===== src/rtl/cond_branch_ctrl.sv =====
// cond_branch_ctrl
//   Sequences conditional execution and branch resolution. It holds the
//   architectural NZCV flag register and evaluates a 4-bit condition code
//   for each decode-stage request using a Req/Ack handshake. For a taken
//   branch it pulses PcSel once and holds Flush for FLUSH_CYCLES cycles.
//
//   Optional build macro: COND_FLAG_FWD_EN
//     When defined, a FlagWr in the EVAL cycle forwards {N_in,Z_in,C_in,V_in}
//     straight into that cycle's evaluation.
//
// Parameters
//   FLUSH_CYCLES : cycles Flush is held after a taken branch (1..15)
//   CNT_W        : flush counter width, 2**CNT_W > FLUSH_CYCLES
//
// Ports
//   Clk, Reset          : clock (rising edge), synchronous active-high reset
//   Req, Code, IsBranch : request, condition code, branch flag (sampled in IDLE)
//   FlagWr, N_in..V_in  : ALU flag write enable and flag values
//   Ack, CondPass       : one-cycle result pulse and condition outcome
//   PcSel, Flush        : branch target select pulse, pipeline squash
//   Busy                : FSM not in IDLE
//   Flags               : flag register {N,Z,C,V}
module cond_branch_ctrl #(
  parameter int unsigned FLUSH_CYCLES = 2,
  parameter int unsigned CNT_W        = 4
) (
  input  logic       Clk,
  input  logic       Reset,
  input  logic       Req,
  input  logic [3:0] Code,
  input  logic       IsBranch,
  input  logic       FlagWr,
  input  logic       N_in,
  input  logic       Z_in,
  input  logic       C_in,
  input  logic       V_in,
  output logic       Ack,
  output logic       CondPass,
  output logic       PcSel,
  output logic       Flush,
  output logic       Busy,
  output logic [3:0] Flags
);

  typedef enum logic [1:0] {
    S_IDLE  = 2'd0,
    S_EVAL  = 2'd1,
    S_FLUSH = 2'd2
  } state_t;

  localparam logic [CNT_W-1:0] CNT_LOAD = CNT_W'(FLUSH_CYCLES - 1);

  state_t           state, state_nx;
  logic [CNT_W-1:0] cnt, cnt_nx;
  logic [3:0]       code_q;
  logic             isbr_q;
  logic [3:0]       eval_src;
  logic             pass;

  always_ff @(posedge Clk) begin
    if (Reset) begin
      state  <= S_IDLE;
      cnt    <= '0;
      Flags  <= '0;
      code_q <= '0;
      isbr_q <= 1'b0;
    end else begin
      state <= state_nx;
      cnt   <= cnt_nx;
      if (FlagWr) begin
        Flags <= {N_in, Z_in, C_in, V_in};
      end
      if (state == S_IDLE && Req) begin
        code_q <= Code;
        isbr_q <= IsBranch;
      end
    end
  end

`ifdef COND_FLAG_FWD_EN
  assign eval_src = (state == S_EVAL && FlagWr) ? {N_in, Z_in, C_in, V_in} : Flags;
`else
  assign eval_src = Flags;
`endif

  always_comb begin
    logic n, z, c, v;
    {n, z, c, v} = eval_src;
    pass = 1'b0;
    case (code_q)
      4'b0000: pass = z;
      4'b0001: pass = !z;
      4'b0010: pass = c;
      4'b0011: pass = !c;
      4'b0100: pass = n;
      4'b0101: pass = !n;
      4'b0110: pass = v;
      4'b0111: pass = !v;
      4'b1000: pass = c && !z;
      4'b1001: pass = !c || z;
      4'b1010: pass = (n == v);
      4'b1011: pass = (n != v);
      4'b1100: pass = !z && (n == v);
      4'b1101: pass = z || (n != v);
      4'b1110: pass = 1'b1;
      default: pass = 1'b0;
    endcase
  end

  always_comb begin
    state_nx = state;
    cnt_nx   = cnt;
    Ack      = 1'b0;
    CondPass = 1'b0;
    PcSel    = 1'b0;
    Flush    = 1'b0;
    Busy     = 1'b1;
    case (state)
      S_IDLE: begin
        Busy = 1'b0;
        if (Req) begin
          state_nx = S_EVAL;
        end
      end
      S_EVAL: begin
        Ack      = 1'b1;
        CondPass = pass;
        if (isbr_q && pass) begin
          state_nx = S_FLUSH;
          cnt_nx   = CNT_LOAD;
        end else begin
          state_nx = S_IDLE;
        end
      end
      S_FLUSH: begin
        Flush = 1'b1;
        // The counter is loaded with CNT_LOAD on entry and only counts down,
        // so it equals CNT_LOAD exactly in the first flush cycle.
        PcSel = (cnt == CNT_LOAD);
        if (cnt == '0) begin
          state_nx = S_IDLE;
        end else begin
          cnt_nx = cnt - 1'b1;
        end
      end
      default: begin
        state_nx = S_IDLE;
        Busy     = 1'b0;
      end
    endcase
  end

endmodule


===== config.mk =====
export PLATFORM = sky130hd
export DESIGN_NAME = cond_branch_ctrl
export DESIGN_NICKNAME = d
export VERILOG_FILES = /design/src/rtl/cond_branch_ctrl.sv
export SDC_FILE = /design/constraint.sdc
export NUM_CORES = 1
export LEC_CHECK = 0
export CAP_MARGIN = 10
export CORE_MARGIN = 2
export CORE_UTILIZATION = 45
export CTS_BUF_LIST = sky130_fd_sc_hd__clkbuf_8
export CTS_CLUSTER_SIZE = 12
export DETAILED_ROUTE_END_ITERATION = 16
export HOLD_SLACK_MARGIN = 0.06
export PLACE_DENSITY = 0.74
export SYNTH_ARGS = -nofsm -noshare
export SYNTH_HDL_FRONTEND = slang
export SYNTH_SLANG_ARGS = --single-unit

===== constraint.sdc =====
create_clock -name Clk -period 2.3 [get_ports Clk]
set_input_delay 0.69 -clock Clk [delete_from_list [all_inputs] [get_ports Clk]]
set_output_delay 0.69 -clock Clk [all_outputs]
set_load 0.005 [all_outputs]

==> summary.md, run 1 <==
| Metric | Value |
|---|---|
| Status | `complete, but fails checks` |
| Failing checks | `setup timing` |
| Setup TNS Final | `-0.07266 ns` |
| Starting Density | `46.36%` |
| Pwr Density | `470.3 nW/µm²` |
| Final cell count without fillers | `188` |
| Final min period | `2.373 ns` |
| Placed Instances | `179` |
| Clock skew | `0.006802 ns` |
| Vias after detailed routing | `1,007` |
| # hold bufs at CTS | `0` |
| Setup slack after layout | `-0.07266 ns` |
| Worst setup SP type | `flop` |
| Die Wd | `51.05 µm` |
| Max-slew violations | `0` |
| Final Hold Viols | `0` |
| CP endpoint | `CondPass` |
| Top Ports | `22` |
| Die area | `2606 µm²` |
| CTS root buf | `clkbuf_8` |
| Vias per cell | `5.356` |
| Post-DP HPWL | `1721 µm` |
| Pin count of the biggest net entering global routing | `12` |
| Static leakage | `0.5967 nW` |
| Finished Core Util | `68.03%` |
| Layout cells sized above 1 | `27.50%` |
| Setup Crit Path Kind | `flop to primary output` |
| Slew Limit Headroom | `80.35%` |
| Num CTS Buffers | `3` |
| Fillers | `184` |
| Clk buf depth | `2` |
| Die Y | `51.05 µm` |
| Mapped Area | `996.0 µm²` |
| Antenna cells | `0` |
| Synthesized instance count | `121` |
| Gr usage total | `22.10%` |
| Synthesized net count | `139` |
| Hold Path Class | `flop to flop` |
| DR pass1 iterations | `4` |
| Largest area contributor in the netlist | `dfxtp_1` |
| Most frequent cells in the layout | `clkdlybuf4s50_1 (20), buf_4 (18), nand2_1 (14), dfxtp_1 (9)` |
| Commonest non-fill, non-tap cell in the layout | `clkdlybuf4s50_1` |
| DRC viols | `0` |
| Crit path DAT | `1.68 ns` |
| H-tree Lvls | `1` |
| Register bit total from synthesis | `15` |
| Skew-Pair Late Insertion Delay | `0.25 ns` |
| Worst Path Max Fanout | `2` |
| F_max | `0.4215 GHz` |
| DR iter-0 viols | `11` |
| Reg2reg end | `cnt[0]` |
| Unrepaired setup endpoints after global routing | `true` |
| Post-synth ARST share | `0%` |
| Placer congestion estimate | `0.8761` |
| Post-DR wirelength/cell | `13.24 µm` |
| Synth Flop Type | `dfxtp_1` |
| Synthesis warning total | `0` |
| Sequential area share after synthesis | `30.15%` |
| CP required | `1.61 ns` |
| Final Cycle Share | `103.2%` |
| Flop-to-flop setup slack | `0.21 ns` |
| Reg2reg start | `code_q[1]` |
| Least-Margin Pin Slew | `0.2944 ns` |
| Clock transition at the registers of the reported paths | `0.07 ns` |
| Syn-to-layout area delta | `46.73%` |
| Synth cell types | `45` |
| Global route overflow | `0` |
| Setup-failing EPs final | `1` |
| Maxcap violations | `0` |
| FF-to-FF path depth | `8` |
| Area contributors post-synth | `dfxtp_1 (30%), ha_1 (6.3%), nand2_1 (5.3%)` |
| Vias in the first global route | `980` |
| Crit. Startpoint | `code_q[1]` |
| Yosys top cell area share | `30.15%` |
| Port Buffer Count | `21` |
| CTS tree | `yes` |
| Core area | `2148 µm²` |
| # rows | `17` |
| First-pass GRT wire length | `4305 µm` |
| Final ANT Viol Nets | `0` |
| Final net count | `179` |
| Initial antenna violation count | `0` |
| CTS Sinks | `15` |
| Syn avg cell area | `8.231 µm²` |
| Post-synth EDFFs | `0` |
| Final WL | `2490 µm` |
| CP endpoint kind | `primary output` |
| Maximum vdd drop | `0.3706 mV` |
[report_power, final]
group	internal, mW	switching, mW	total (mW)
Sequential	0.274	0.0145	0.289
Combinational	0.105	0.0773	0.182
Clock	0.118	0.0982	0.217
[Yosys cell counts (2+ instances only)]
master / n
a21oi_1: 9
dfxtp_1: 15
clkbuf_1: 3
and3_1: 2
and2_1: 2
mux2i_1: 4
o21ai_0: 3
nand2b_1: 3
nand3_1: 7
nand2_1: 14
nor2_1: 8
o211ai_1: 2
nor4bb_1: 2
ha_1: 5
inv_1: 7
nand3b_1: 2
clkbuf_2: 2
nor2b_1: 2
a21o_1: 3
[flip-flops by register name (all words and copies together), names as in the netlist]
| name | count |
|---|---|
| state | 2 |
| isbr_q | 1 |
| Flags | 4 |
| code_q | 4 |
| cnt | 4 |
[cell type report]
type / instances / area, µm² / area share [%]
Inverter: 7 / 26.28 / 1.798
Clock buffer: 3 / 41.29 / 2.825
Multi-Input combinational cell: 92 / 679.4 / 46.49
Clock inverter: 1 / 3.754 / 0.2568
Tap cell: 28 / 35.03 / 2.397
Sequential cell: 15 / 307.8 / 21.06
Timing Repair Buffer: 42 / 367.9 / 25.17
[worst min-delay path by stage]
stage | slack (ns) | to | cells past startpoint | startpoint
after detailed placement | 0.47 | state[1] | 2 | state[1]
after global routing | 0.50 | state[1] | 2 | state[1]
final | 0.48 | state[1] | 2 | state[1]
after global placement | 0.46 | state[1] | 2 | state[1]
after floorplan | 0.45 | state[1] | 2 | state[1]
after CTS | 0.48 | state[1] | 2 | state[1]
[stage by stage]
stage / hold WS (ns) / power, mW / worst slack (ns) / instance area, µm²
CTS: 0.4814 / 0.6798 / -0.1078 / 1420
global route: 0.4995 / 0.7255 / -0.1426 / 1461
floorplan: 0.4486 / 0.3798 / 0.2027 / 996.0
finish: 0.4823 / 0.6872 / -0.07266 / 1461
detailed placement: 0.4714 / 0.4516 / -0.2911 / 1324
global placement: 0.4618 / 0.4477 / -0.2462 / 1324
[cell families (layout without fill, tap and decap cells)]
family                     count (synthesis)  in the layout  synth area share [%]
muxes                                      5              5                 5.527
buffers and inverters                     14             53                 6.407
xor gates and xnor gates                   1              1                0.8796
AOI/OAI and AO/OA                         30             30                 22.87
and+or+nand+nor                           51             51                 27.89
adders and majority gates                  5              5                 6.281
DFF                                       15             15                 30.15
[worst max-delay path, cell delays in order (launching register included)]
cell and delay [ns]:
dfxtp_2 0.33, mux2_4 0.28, or3_1 0.31, a21o_1 0.17, nand4_1 0.10, and2_1 0.13, buf_2 0.11
[metal layers]
metal / vias to the layer above / track usage (%) / wire (µm)
met5: - / 0 / 0
met4: 0 / 9.910 / 51
met3: 7 / 5.556 / 79
met2: 19 / 37.88 / 1232
met1: 467 / 25.72 / 1127
li1: 514 / - / -
[repair_timing]
action,CTS,global route
endpoints found under the setup margin,1,2
gates cloned,1,0
buffers inserted,3,1
gates resized for setup,13,8
endpoints found under the hold margin,0,0
pin swaps,7,3
Power figures use the tool's default switching activity.
==> run 2, diff against run 1 <==
Settings changed: PLACE_DENSITY 0.74 to not set, PLACE_DENSITY_LB_ADDON set to 0.12, SKIP_LAST_GASP set to 1.
==> summary.md, run 2 (synthesized netlist as in run 1, its figures left out) <==
| Metric | Value |
|---|---|
| Status | `complete, but fails checks` |
| Failing checks | `setup timing` |
| Die Y | `51.05 µm (unchanged)` |
| DR pass1 iterations | `4 (unchanged)` |
| Setup-failing EPs final | `1 (unchanged)` |
| # rows | `17 (unchanged)` |
| Final ANT Viol Nets | `0 (unchanged)` |
| FF-to-FF path depth | `8 (unchanged)` |
| Pwr Density | `483.2 nW/µm² (+2.8%)` |
| Final WL | `2424 µm (-2.7%)` |
| CTS root buf | `clkbuf_8` |
| Vias in the first global route | `1,006 (+2.7%)` |
| DR iter-0 viols | `12 (+1)` |
| Post-DR wirelength/cell | `13.17 µm (-0.53%)` |
| Part of the power in registers | `41.6% (-0.4 points)` |
| Layout cells sized above 1 | `23.08% (-4.4 points)` |
| Final Hold Viols | `0 (unchanged)` |
| Final net count | `175 (-2.2%)` |
| Initial antenna violation count | `0 (unchanged)` |
| Worst Path Max Fanout | `3 (+1)` |
| Final min period | `2.486 ns (+0.1134 ns)` |
| Hold Path Class | `flop to flop` |
| Unrepaired setup endpoints after global routing | `true` |
| Slew Limit Headroom | `79.50% (-0.85 points)` |
| Top Ports | `22 (unchanged)` |
| Flop-to-flop setup slack | `0.16 ns (-0.05 ns)` |
| Share of total power in the clock network | `33.3% (+1.8 points)` |
| Worst setup SP type | `flop` |
| Core area | `2148 µm² (unchanged)` |
| CTS tree | `yes` |
| H-tree Lvls | `1 (unchanged)` |
| CP required | `1.61 ns (about the same)` |
| Num CTS Buffers | `3 (unchanged)` |
| Setup Crit Path Kind | `flop to primary output` |
| Crit path DAT | `1.80 ns (+0.12 ns)` |
| CP endpoint kind | `primary output` |
| Setup TNS Final | `-0.1861 ns (-0.1134 ns)` |
| Pin count of the biggest net entering global routing | `13 (+1)` |
| CTS Sinks | `15 (unchanged)` |
| Antenna cells | `0 (unchanged)` |
| Sw Share | `28.34% (+0.70 points)` |
| F_max | `0.4022 GHz (-4.6%)` |
| Combinational share of power | `25.1% (-1.4 points)` |
| Die area | `2606 µm² (unchanged)` |
| Vias per cell | `5.370 (+0.25%)` |
| Worst hold stages | `2 (unchanged)` |
| Syn-to-layout area delta | `42.84%` |
| Least-Margin Pin Slew | `0.3034 ns (+0.008984 ns)` |
| Clock skew | `0.001071 ns (-0.005731 ns)` |
| Maxcap violations | `0 (unchanged)` |
| Post-DP HPWL | `1809 µm (+5.1%)` |
| Placer congestion estimate | `0.8413 (-4.0%)` |
| Commonest non-fill, non-tap cell in the layout | `clkdlybuf4s50_1` |
| Gr usage total | `20.47% (-1.6 points)` |
| Int Pwr | `0.4926 mW (-0.93%)` |
| Final Cycle Share | `108.1% (+4.9 points)` |
| Global route overflow | `0 (unchanged)` |
| Max-slew violations | `0 (unchanged)` |
| First-pass GRT wire length | `4105 µm (-4.6%)` |
| Starting Density | `46.36% (unchanged)` |
| Maximum vdd drop | `0.4480 mV (+21%)` |
| # hold bufs at CTS | `0 (unchanged)` |
| Most frequent cells in the layout | `clkdlybuf4s50_1 (20), buf_4 (15), nand2_1 (14), dfxtp_1 (12), a21oi_1 (9)` |
| Skew-Pair Late Insertion Delay | `0.25 ns (about the same)` |
| Clk buf depth | `2 (unchanged)` |
| Clock transition at the registers of the reported paths | `0.07 ns (about the same)` |
| Die Wd | `51.05 µm (unchanged)` |
| Port Buffer Count | `21 (unchanged)` |
| Psw | `0.1948 mW (+2.6%)` |
| Final cell count without fillers | `184 (-2.1%)` |
| Vias after detailed routing | `988 (-1.9%)` |
| Biggest registers after layout | `Flags (4), cnt (4), code_q (4)` |
| Static leakage | `0.5677 nW (-4.9%)` |
| Fillers | `190 (+3.3%)` |
| DRC viols | `0 (unchanged)` |
| Setup slack after layout | `-0.1861 ns (-0.1134 ns)` |
| Placed Instances | `177 (-1.1%)` |
run 2: cell types whose count changed in the layout (fill, tap and decap cells not counted), sizes merged:
cell / change
buf: -4
inv: -1
clkinvlp: +1
run 2: path summary, 6_finish.rpt:
path | from | to
worst max register to register | code_q[1] | cnt[3]
worst min register to register | state[1] | state[1]
worst min-delay path | state[1] | state[1]
worst max-delay path | code_q[1] | CondPass
run 2: cell type report:
| type | instances | area [µm²] | area share [%] |
|---|---|---|---|
| inverters | 7 | 26.28 | 1.847 |
| multi-input cells | 92 | 668.1 | 46.97 |
| well taps | 28 | 35.03 | 2.463 |
| flip-flops and latches | 15 | 304.0 | 21.37 |
| clock inverters | 1 | 7.507 | 0.5277 |
| clock buffers | 3 | 41.29 | 2.902 |
| repair buffers | 38 | 340.3 | 23.92 |
run 2: critical path, stage by stage (launching register included):
cell and delay (ns):
dfxtp_2 0.35, mux2_4 0.30, or3_1 0.33, a21o_1 0.19
nand4_1 0.13, and2_1 0.14, buf_2 0.11
run 2: power by group through the flow:
| stage | Combinational, mW | Sequential, mW | Clock (mW) |
|---|---|---|---|
| 5_1_grt | 0.189 | 0.288 | 0.239 |
| 6_report | 0.172 | 0.286 | 0.229 |
| 4_1_cts | 0.167 | 0.285 | 0.233 |
| 2_1_floorplan | 0.0911 | 0.289 | 0 |
| 3_3_place_gp | 0.157 | 0.290 | 0 |
| 3_5_place_dp | 0.161 | 0.291 | 0 |
run 2: per-layer routing:
metal	global-route usage [%]	share of wire, %
met5	0	0
met4	8.108	1.2
met3	2.632	3.1
met2	37.88	51
met1	23.50	45
run 2: timing repair:
item                       in CTS  in global routing
pin swaps                       4                  6
buffers inserted                2                  1
setup endpoints to repair       1                  2
resized for setup               8                  7
run 2: through the flow:
stage	setup WS (ns)	hold slack (ns)	util, %	power [mW]	cell area [µm²]
2_1_floorplan	0.2027	0.4486	-	0.3798	996.0
3_3_place_gp	-0.2528	0.4612	60.92	0.4472	1309
3_5_place_dp	-0.3014	0.4687	60.92	0.4514	1309
4_1_cts	-0.1867	0.4777	64.36	0.6853	1383
5_1_grt	-0.2538	0.5441	66.22	0.7163	1423
6_report	-0.1861	0.5028	66.22	0.6875	1423
